File: config.mk
export PLATFORM = sky130hd
export DESIGN_NAME = stream_demux_flat
export DESIGN_NICKNAME = d
export VERILOG_FILES = /design/src/rtl/stream_demux_if.sv /design/src/rtl/stream_demux.sv /design/src/flat_wrapper.sv
export SDC_FILE = /design/constraint.sdc
export NUM_CORES = 1
export LEC_CHECK = 0
export ABC_CLOCK_PERIOD_IN_PS = 3100
export CAP_MARGIN = 20
export CORE_MARGIN = 4
export CORE_UTILIZATION = 40
export DETAILED_ROUTE_END_ITERATION = 6
export PLACE_DENSITY_LB_ADDON = 0.15
export SYNTH_ARGS = -nofsm -noshare
export SYNTH_HDL_FRONTEND = slang
export SYNTH_SLANG_ARGS = --single-unit
export TNS_END_PERCENT = 100
File: constraint.sdc
create_clock -name clk -period 3.1 [get_ports clk]
set_clock_uncertainty 0.2 [all_clocks]
set_input_delay 0.775 -clock clk [delete_from_list [all_inputs] [get_ports clk]]
set_output_delay 0.775 -clock clk [all_outputs]
set_load 0.1 [all_outputs]
File: src/rtl/stream_demux_if.sv
// Stream demux bus: one upstream valid/ready port and N
// downstream channels sharing data/last with per-channel valid/ready.
interface stream_demux_if #(
  parameter int DATA_W = 8,
  parameter int SEL_W  = 3
);
  localparam int N = 2**SEL_W;

  logic              in_valid;
  logic              in_ready;
  logic [DATA_W-1:0] in_data;
  logic [SEL_W-1:0]  in_sel;
  logic              in_bcast;
  logic              in_last;
  logic [N-1:0]      out_valid;
  logic [N-1:0]      out_ready;
  logic [DATA_W-1:0] out_data;
  logic              out_last;

  modport slave (
    input  in_valid, in_data, in_sel, in_bcast, in_last, out_ready,
    output in_ready, out_valid, out_data, out_last
  );

  modport master (
    output in_valid, in_data, in_sel, in_bcast, in_last, out_ready,
    input  in_ready, out_valid, out_data, out_last
  );
endinterface

File: src/rtl/stream_demux.sv
// Packet demux: routes each packet to one channel or all,
// holding one beat until every target channel has taken it.
module stream_demux #(
  parameter int DATA_W = 8,
  parameter int SEL_W  = 3
) (
  input  logic        clk,
  input  logic        rst_n,
  stream_demux_if.slave bus,
  output logic [15:0] pkt_cnt
);
  localparam int N = 2**SEL_W;

  typedef enum logic {S_IDLE, S_PKT} state_t;

  state_t            r_state;
  state_t            w_state_nxt;
  logic [N-1:0]      r_route;
  logic [N-1:0]      r_pend;
  logic [DATA_W-1:0] r_data;
  logic              r_last;
  logic [15:0]       r_cnt;

  logic [N-1:0]      w_left;
  logic [N-1:0]      w_route;
  logic [N-1:0]      w_pend_nxt;
  logic              w_ready;
  logic              w_acc;
  logic              w_done;

  // Bits still pending after this cycle's handshakes
  assign w_left  = r_pend & ~bus.out_ready;
  assign w_ready = (w_left == '0);
  assign w_acc   = bus.in_valid & w_ready;
  assign w_done  = (r_pend != '0) & (w_left == '0) & r_last;

  assign bus.in_ready  = w_ready;
  assign bus.out_valid = r_pend;
  assign bus.out_data  = r_data;
  assign bus.out_last  = r_last;
  assign pkt_cnt       = r_cnt;

  always_comb begin
    w_route = r_route;
    if (r_state == S_IDLE) begin
      w_route = bus.in_bcast ? '1 : (N'(1) << bus.in_sel);
    end
    w_pend_nxt = w_acc ? w_route : w_left;
  end

  always_comb begin
    w_state_nxt = r_state;
    if (w_acc) begin
      unique case (r_state)
        S_IDLE: if (!bus.in_last) w_state_nxt = S_PKT;
        S_PKT:  if (bus.in_last)  w_state_nxt = S_IDLE;
        default: w_state_nxt = S_IDLE;
      endcase
    end
  end

  always_ff @(posedge clk or negedge rst_n) begin
    if (!rst_n) begin
      r_state <= S_IDLE;
    end else begin
      r_state <= w_state_nxt;
    end
  end

  always_ff @(posedge clk or negedge rst_n) begin
    if (!rst_n) begin
      r_route <= '0;
      r_pend  <= '0;
      r_data  <= '0;
      r_last  <= 1'b0;
      r_cnt   <= '0;
    end else begin
      r_pend <= w_pend_nxt;
      if (w_acc && r_state == S_IDLE) begin
        r_route <= w_route;
      end
      if (w_acc) begin
        r_data <= bus.in_data;
        r_last <= bus.in_last;
      end
      if (w_done && r_cnt != 16'hFFFF) begin
        r_cnt <= r_cnt + 16'd1;
      end
    end
  end
endmodule

File: src/flat_wrapper.sv
// flat-port wrapper written by rule: the top's interface ports become plain ports
module stream_demux_flat 
#(
  parameter int DATA_W = 8,
  parameter int SEL_W  = 3
)
  (clk, rst_n, pkt_cnt, bus_in_valid, bus_in_data, bus_in_sel, bus_in_bcast, bus_in_last, bus_out_ready, bus_in_ready, bus_out_valid, bus_out_data, bus_out_last);
  stream_demux_if #(.DATA_W(DATA_W), .SEL_W(SEL_W)) bus_i ();
  input  logic clk;
  input  logic rst_n;
  output logic [15:0] pkt_cnt;
  input wire logic [$bits(bus_i.in_valid)-1:0] bus_in_valid;
  input wire logic [$bits(bus_i.in_data)-1:0] bus_in_data;
  input wire logic [$bits(bus_i.in_sel)-1:0] bus_in_sel;
  input wire logic [$bits(bus_i.in_bcast)-1:0] bus_in_bcast;
  input wire logic [$bits(bus_i.in_last)-1:0] bus_in_last;
  input wire logic [$bits(bus_i.out_ready)-1:0] bus_out_ready;
  output wire logic [$bits(bus_i.in_ready)-1:0] bus_in_ready;
  output wire logic [$bits(bus_i.out_valid)-1:0] bus_out_valid;
  output wire logic [$bits(bus_i.out_data)-1:0] bus_out_data;
  output wire logic [$bits(bus_i.out_last)-1:0] bus_out_last;
  assign bus_i.in_valid = bus_in_valid;
  assign bus_i.in_data = bus_in_data;
  assign bus_i.in_sel = bus_in_sel;
  assign bus_i.in_bcast = bus_in_bcast;
  assign bus_i.in_last = bus_in_last;
  assign bus_i.out_ready = bus_out_ready;
  assign bus_in_ready = bus_i.in_ready;
  assign bus_out_valid = bus_i.out_valid;
  assign bus_out_data = bus_i.out_data;
  assign bus_out_last = bus_i.out_last;
  stream_demux #(.DATA_W(DATA_W), .SEL_W(SEL_W)) u_core (.clk(clk), .rst_n(rst_n), .bus(bus_i), .pkt_cnt(pkt_cnt));
endmodule
==> results of run 1 <==
[final cells by class]
class / count / area [um^2] / share of cell area [%]
inverter: 5 / 18.8 / 0.715
multi-input combinational: 129 / 872 / 33.2
clock inverter: 1 / 5.00 / 0.191
clock buffer: 7 / 86.3 / 3.29
sequential: 42 / 1050 / 40.0
tap: 67 / 83.8 / 3.19
timing repair buffer: 59 / 508 / 19.4
[routing by layer]
| layer | routed length [um] | share of wire, % | vias up |
|---|---|---|---|
| met4 | 55 | 1.3 | 0 |
| met2 | 2250 | 53 | 36 |
| li1 | - | - | 777 |
| met3 | 187 | 4.4 | 5 |
| met5 | 0 | 0 | - |
| met1 | 1790 | 42 | 755 |
[cell families after synthesis]
logic type	Yosys count	share of synthesized area (%)
buffers and inverters	14	3.15
adders and majority gates	1	0.630
DFF	42	52.9
xor gates and xnor gates	12	5.29
and+or+nand+nor	60	17.6
AOI/OAI and AO/OA	41	12.0
muxes	15	8.38
[worst reg2reg max path, stage by stage (launching register included)]
cell and delay (ns):
dfrtp_1 0.41, ha_1 0.20, and3_1 0.22, nand4_1 0.20, or2_1 0.40, nand2_4 0.13
mux2_1 0.32
[per-stage QoR]
stage / setup slack (ns) / std cells
2_1_floorplan: 0.162 / 185
3_3_place_gp: 0.117 / 302
3_5_place_dp: 0.100 / 302
4_1_cts: 0.100 / 310
5_1_grt: 0.0738 / 310
6_report: 0.0992 / 310
[sequential cells by signal, indices dropped and copies added (netlist names)]
signal and cells:
u_core.bus.out_data 8, u_core.bus.out_last 1, u_core.bus.out_valid 8, u_core.pkt_cnt 16, u_core.r_route 8, u_core.r_state 1
[final timing paths]
check / slack [ns] / cells past startpoint / start / endpoint
min in group asynchronous: 0.41 / 1 / rst_n / u_core.pkt_cnt[3]
min: 0.29 / 1 / u_core.pkt_cnt[7] / u_core.pkt_cnt[7]
min reg2reg: 0.29 / 1 / u_core.pkt_cnt[7] / u_core.pkt_cnt[7]
max in group asynchronous: 1.71 / 1 / rst_n / u_core.r_route[2]
max: 0.1 / 5 / bus_out_ready[0] / bus_in_ready
max reg2reg: 0.90 / 6 / u_core.pkt_cnt[0] / u_core.pkt_cnt[1]
[placed cells by master, fill, tap and decap left out, types with 4 or more instances in the layout]
cell and instances:
a21oi_1 11, and3_1 6, buf_4 35, clkbuf_8 6, clkdlybuf4s50_1 22, dfrtp_1 42
inv_1 4, mux2_2 12, nand2_1 5, nand2b_1 8, nand3_1 9, nand4_1 4
nor2_1 9, nor4_1 5, o21ai_0 16, o31ai_1 7, xnor2_1 8, xor2_1 4
==> flow_summary.ini, run 1 <==
[synth]
synthCells = 185
syn_nets = 210
ys_ff_latch = 42
yosysWarnings = 0
async_flop_share_pct = 100
synth_area_per_cell_um2 = 10.7
synth_area_leaders = dfrtp_1 (53%), mux2_2 (6.8%), o21ai_0 (4.0%), xnor2_1 (3.5%), a21oi_1 (2.8%)
synth_cell_types = 37
yosys.area.top_type = dfrtp_1
yosysMostFrequentCell = dfrtp_1
synth_area_um2 = 1990
ys.flop_type = dfrtp_1
synth_commonest_cells = dfrtp_1 (42), o21ai_0 (16), mux2_2 (12)
synth_top_area_share_pct = 52.9
ys_seq_area_share_pct = 52.9
synth_edf_count = 0

[global_route]
top_usage_layer = met2
grt_max_degree = 43
gr-usage-met2_pct = 24.8
globalRouteTotalUtil_pct = 14.6
grt_pass1_wl_um = 7060
antenna_found_initial = 0
grtUsageMet3_pct = 3.33
grt_util_met1_pct = 17.8
overflow = 0
grt_pass1_vias = 1499

[cts]
h-tree-depth = 2
cts_tree = yes
clk_latency_ns = 0.29
numCtsBuffers = 5
clock_sinks = 42
cts_hold_buf = 0
cts_setup_buffers = 0
root_buffer = clkbuf_8
cts_buffer_depth = 2
post_cts_resized = 0
clk_pin_slew_ns = 0.08

[setup_path]
start_kind = input port
path_cells = clkdlybuf4s50_1 -> nand2b_1 -> and4_1 -> and2_1 -> buf_12
critPathRequiredTime_ns = 2.12
cpPeakStageDelay_ns = 0.47
worstSetupPathType = in -> out
critPathMaxFanout = 4
path_delay_family = buffers and inverters
end_kind = output port
cp.arrival_ns = 2.03
crit_path_top_delay_cell = clkdlybuf4s50_1
critical_path_buf_inv_count = 2

[layout]
final_layout_size_suffix_gt1_share_pct = 25.5
final_area_um2 = 2630
diodes = 0
post-route-util_pct = 55.2
nets = 267
fillers = 461
area_delta_synth_final_pct = 32.2

[placed_design]
gp_congestion = 0.778
port_buffers = 57
hpwl_um = 3230
dpl_cell_area_um2 = 2530

[outcome]
status = complete, no violations

[floorplanning]
die_x_um = 78.5
dieArea_um2 = 6160
die_y_um = 78.5
start_util_pct = 41.8
num_rows = 25
num_io_pins = 58
core_um2 = 4750

[route]
wire_per_inst_um = 13.8
drt_wl_total_um = 4290
vias = 1573
drc = 0
drt_iter0_drc = 74
antenna_left = 0
dr.pass1.iters = 4
avgViaCountPerCell = 5.07

[timing]
max_slew_margin_pct = 38.7
tightest_slew_ns = 0.919
whs_ns = 0.288
hold_violations = 0
fin_crit_ns = 3.00
slew_violations = 0
setup-violations-final = 0
grt_setup_unrepaired = false
post-route-period-util_pct = 96.8
finalSetupTns_ns = 0
max_freq_mhz = 333

[flow_run]
max_cap_viol_count = 0

[worst_hold_path]
hold_class = reg -> reg
Power of run 1 is left out: the tool's default activity adds up to more than one toggle a clock period on the data nets, which glitch-free logic cannot reach.
==> run 2, diff against run 1 <==
--- a/config.mk
+++ b/config.mk
@@ -9,6 +9,7 @@
 export CAP_MARGIN = 20
 export CORE_MARGIN = 4
 export CORE_UTILIZATION = 40
+export CTS_CLUSTER_DIAMETER = 60
 export DETAILED_ROUTE_END_ITERATION = 6
 export PLACE_DENSITY_LB_ADDON = 0.15
 export SYNTH_ARGS = -nofsm -noshare
==> constraint.sdc (replaced) <==
create_clock -name clk -period 3.1 [get_ports clk]
set_clock_uncertainty 0.2 [all_clocks]
set_input_delay 0.775 -clock clk [delete_from_list [all_inputs] [get_ports clk]]
set_output_delay 0.775 -clock clk [all_outputs]
set_load 0.05 [all_outputs]
==> run 2 against run 1 <==
Fmax grew 2.4%; first-iteration DRC count fell by 18%; highest routed layer unchanged; global-route usage is 0.091 points higher; worst setup slack improved by 0.070 ns; routed wire length shrank 0.68%; critical path type unchanged; flip-flop and latch count unchanged; cell area increased by 3.0%; register-to-register slack about the same; via count decreased by 1.1%.
==> flow_summary.ini, run 2 (synthesis results as in run 1) <==
[layout]
layout_common_cells = clkdlybuf4s50_1 (55), dfrtp_1 (42), o21ai_0 (16)
fillers = 448
nets = 268
multi_input_area_um2 = 872
area_delta_synth_final_pct = 36.1
largest_reg_flops = 16
final_layout_size_suffix_gt1_share_pct = 12.3
diodes = 0
final_cells = 310
regArea_um2 = 1050
final_common_cell = clkdlybuf4s50_1

[cts]
h-tree-depth = 2
post_cts_resized = 0
cts_buffer_depth = 2
cts_hold_buf = 0
cts_tree = yes
root_buffer = clkbuf_8
clock_sinks = 42
clk_pin_slew_ns = 0.07
clk_latency_ns = 0.28
cts_setup_buffers = 0
numCtsBuffers = 5

[floorplanning]
dieArea_um2 = 6160
start_util_pct = 41.8
die_y_um = 78.5
num_io_pins = 58
core_um2 = 4750
num_rows = 25
die_x_um = 78.5

[timing]
slew_violations = 0
grt_setup_unrepaired = false
timing.final.ws_setup_ns = 0.170
setup-violations-final = 0
finalSetupTns_ns = 0
fin_crit_ns = 2.93
hold_violations = 0
whs_ns = 0.292
post-route-period-util_pct = 94.5
tightest_slew_ns = 0.912
max_slew_margin_pct = 39.2
max_freq_mhz = 341

[global_route]
grt_pass1_wl_um = 7160
antenna_found_initial = 0
grt_max_degree = 43
overflow = 0
grt_pass1_vias = 1482
globalRouteTotalUtil_pct = 14.7

[placed_design]
gp_congestion = 0.774
placed_cells = 303
place_ws_ns = 0.173
hpwl_um = 3250
port_buffers = 57

[power_and_ir_drop]
p_switching_w = 0.00123
p_clk_share_pct = 12.2
swShare_pct = 45.9
power.static_leakage_nw = 1.14
p_seq_share_pct = 34.2
ir_worst_vdd_v = 0.000563
power_density_nw_per_um2 = 990
pwr-share-comb_pct = 53.6
internal-power_w = 0.00145

[setup_path]
critPathRequiredTime_ns = 2.12
rrSetupSlack_ns = 0.89
path_delay_family = buffers and inverters
end_kind = output port
critical_path_buf_inv_count = 2
cp.arrival_ns = 1.96
start_kind = input port
crit_path_top_delay_cell = clkdlybuf4s50_1
worstSetupPathType = in -> out
critPathMaxFanout = 4
path_cells = clkdlybuf4s50_1 -> nand2b_1 -> and4_1 -> and2_1 -> buf_12
cpPeakStageDelay_ns = 0.47

[route]
avgViaCountPerCell = 5.02
drt_iter0_drc = 61
drt_wl_total_um = 4260
vias = 1556
wire_per_inst_um = 13.7
drc = 0
dr.pass1.iters = 4
antenna_left = 0

[worst_hold_path]
hold_class = reg -> reg

[outcome]
status = complete, no violations

[flow_run]
max_cap_viol_count = 0
## run 2: power by group through the flow
stage	clock (W)	combinational [W]	sequential (W)
final	0.000327	0.00143	0.000916
after floorplan	0	0.000543	0.00133
after CTS	0.000341	0.00145	0.000918
after global routing	0.000366	0.00152	0.000954
after detailed placement	0	0.00145	0.000927
after global placement	0	0.00144	0.000919
## run 2: path summary, 6_finish.rpt
check | startpoint | end | depth (start not counted)
setup reg to reg | u_core.pkt_cnt[0] | u_core.pkt_cnt[1] | 6
hold reg to reg | u_core.pkt_cnt[7] | u_core.pkt_cnt[7] | 1
hold / removal | u_core.pkt_cnt[7] | u_core.pkt_cnt[7] | 1
max in group asynchronous | rst_n | u_core.r_route[0] | 1
setup / recovery | bus_out_ready[0] | bus_in_ready | 5
min in group asynchronous | rst_n | u_core.pkt_cnt[3] | 1
## run 2: per-stage QoR
stage	power (W)	instance area (um^2)	utilization [%]
2_1_floorplan	0.00188	1990	-
3_3_place_gp	0.00236	2620	55.2
3_5_place_dp	0.00237	2620	55.2
4_1_cts	0.00271	2700	56.8
5_1_grt	0.00284	2700	56.8
6_report	0.00268	2700	56.8
## run 2: layer usage
metal  up-vias  wire (um)  part of all wire (%)  track usage (%)
met3         5        127                   3.0             3.33
met4         0         44                   1.0             5.24
met2        27       2230                    52             25.2
met1       742       1860                    44             18.1
met5         -          0                     0                0
li1        782          -                     -                -
## run 2: final cells by class
cell class | instances | share of cell area (%)
multi-input combinational | 129 | 32.3
clock buffer | 5 | 2.55
clock inverter | 2 | 0.370
inverter | 5 | 0.694
tap | 67 | 3.10
timing repair buffer | 60 | 22.1
sequential | 42 | 38.9
Note: power is estimated with default switching activity, not from simulation.
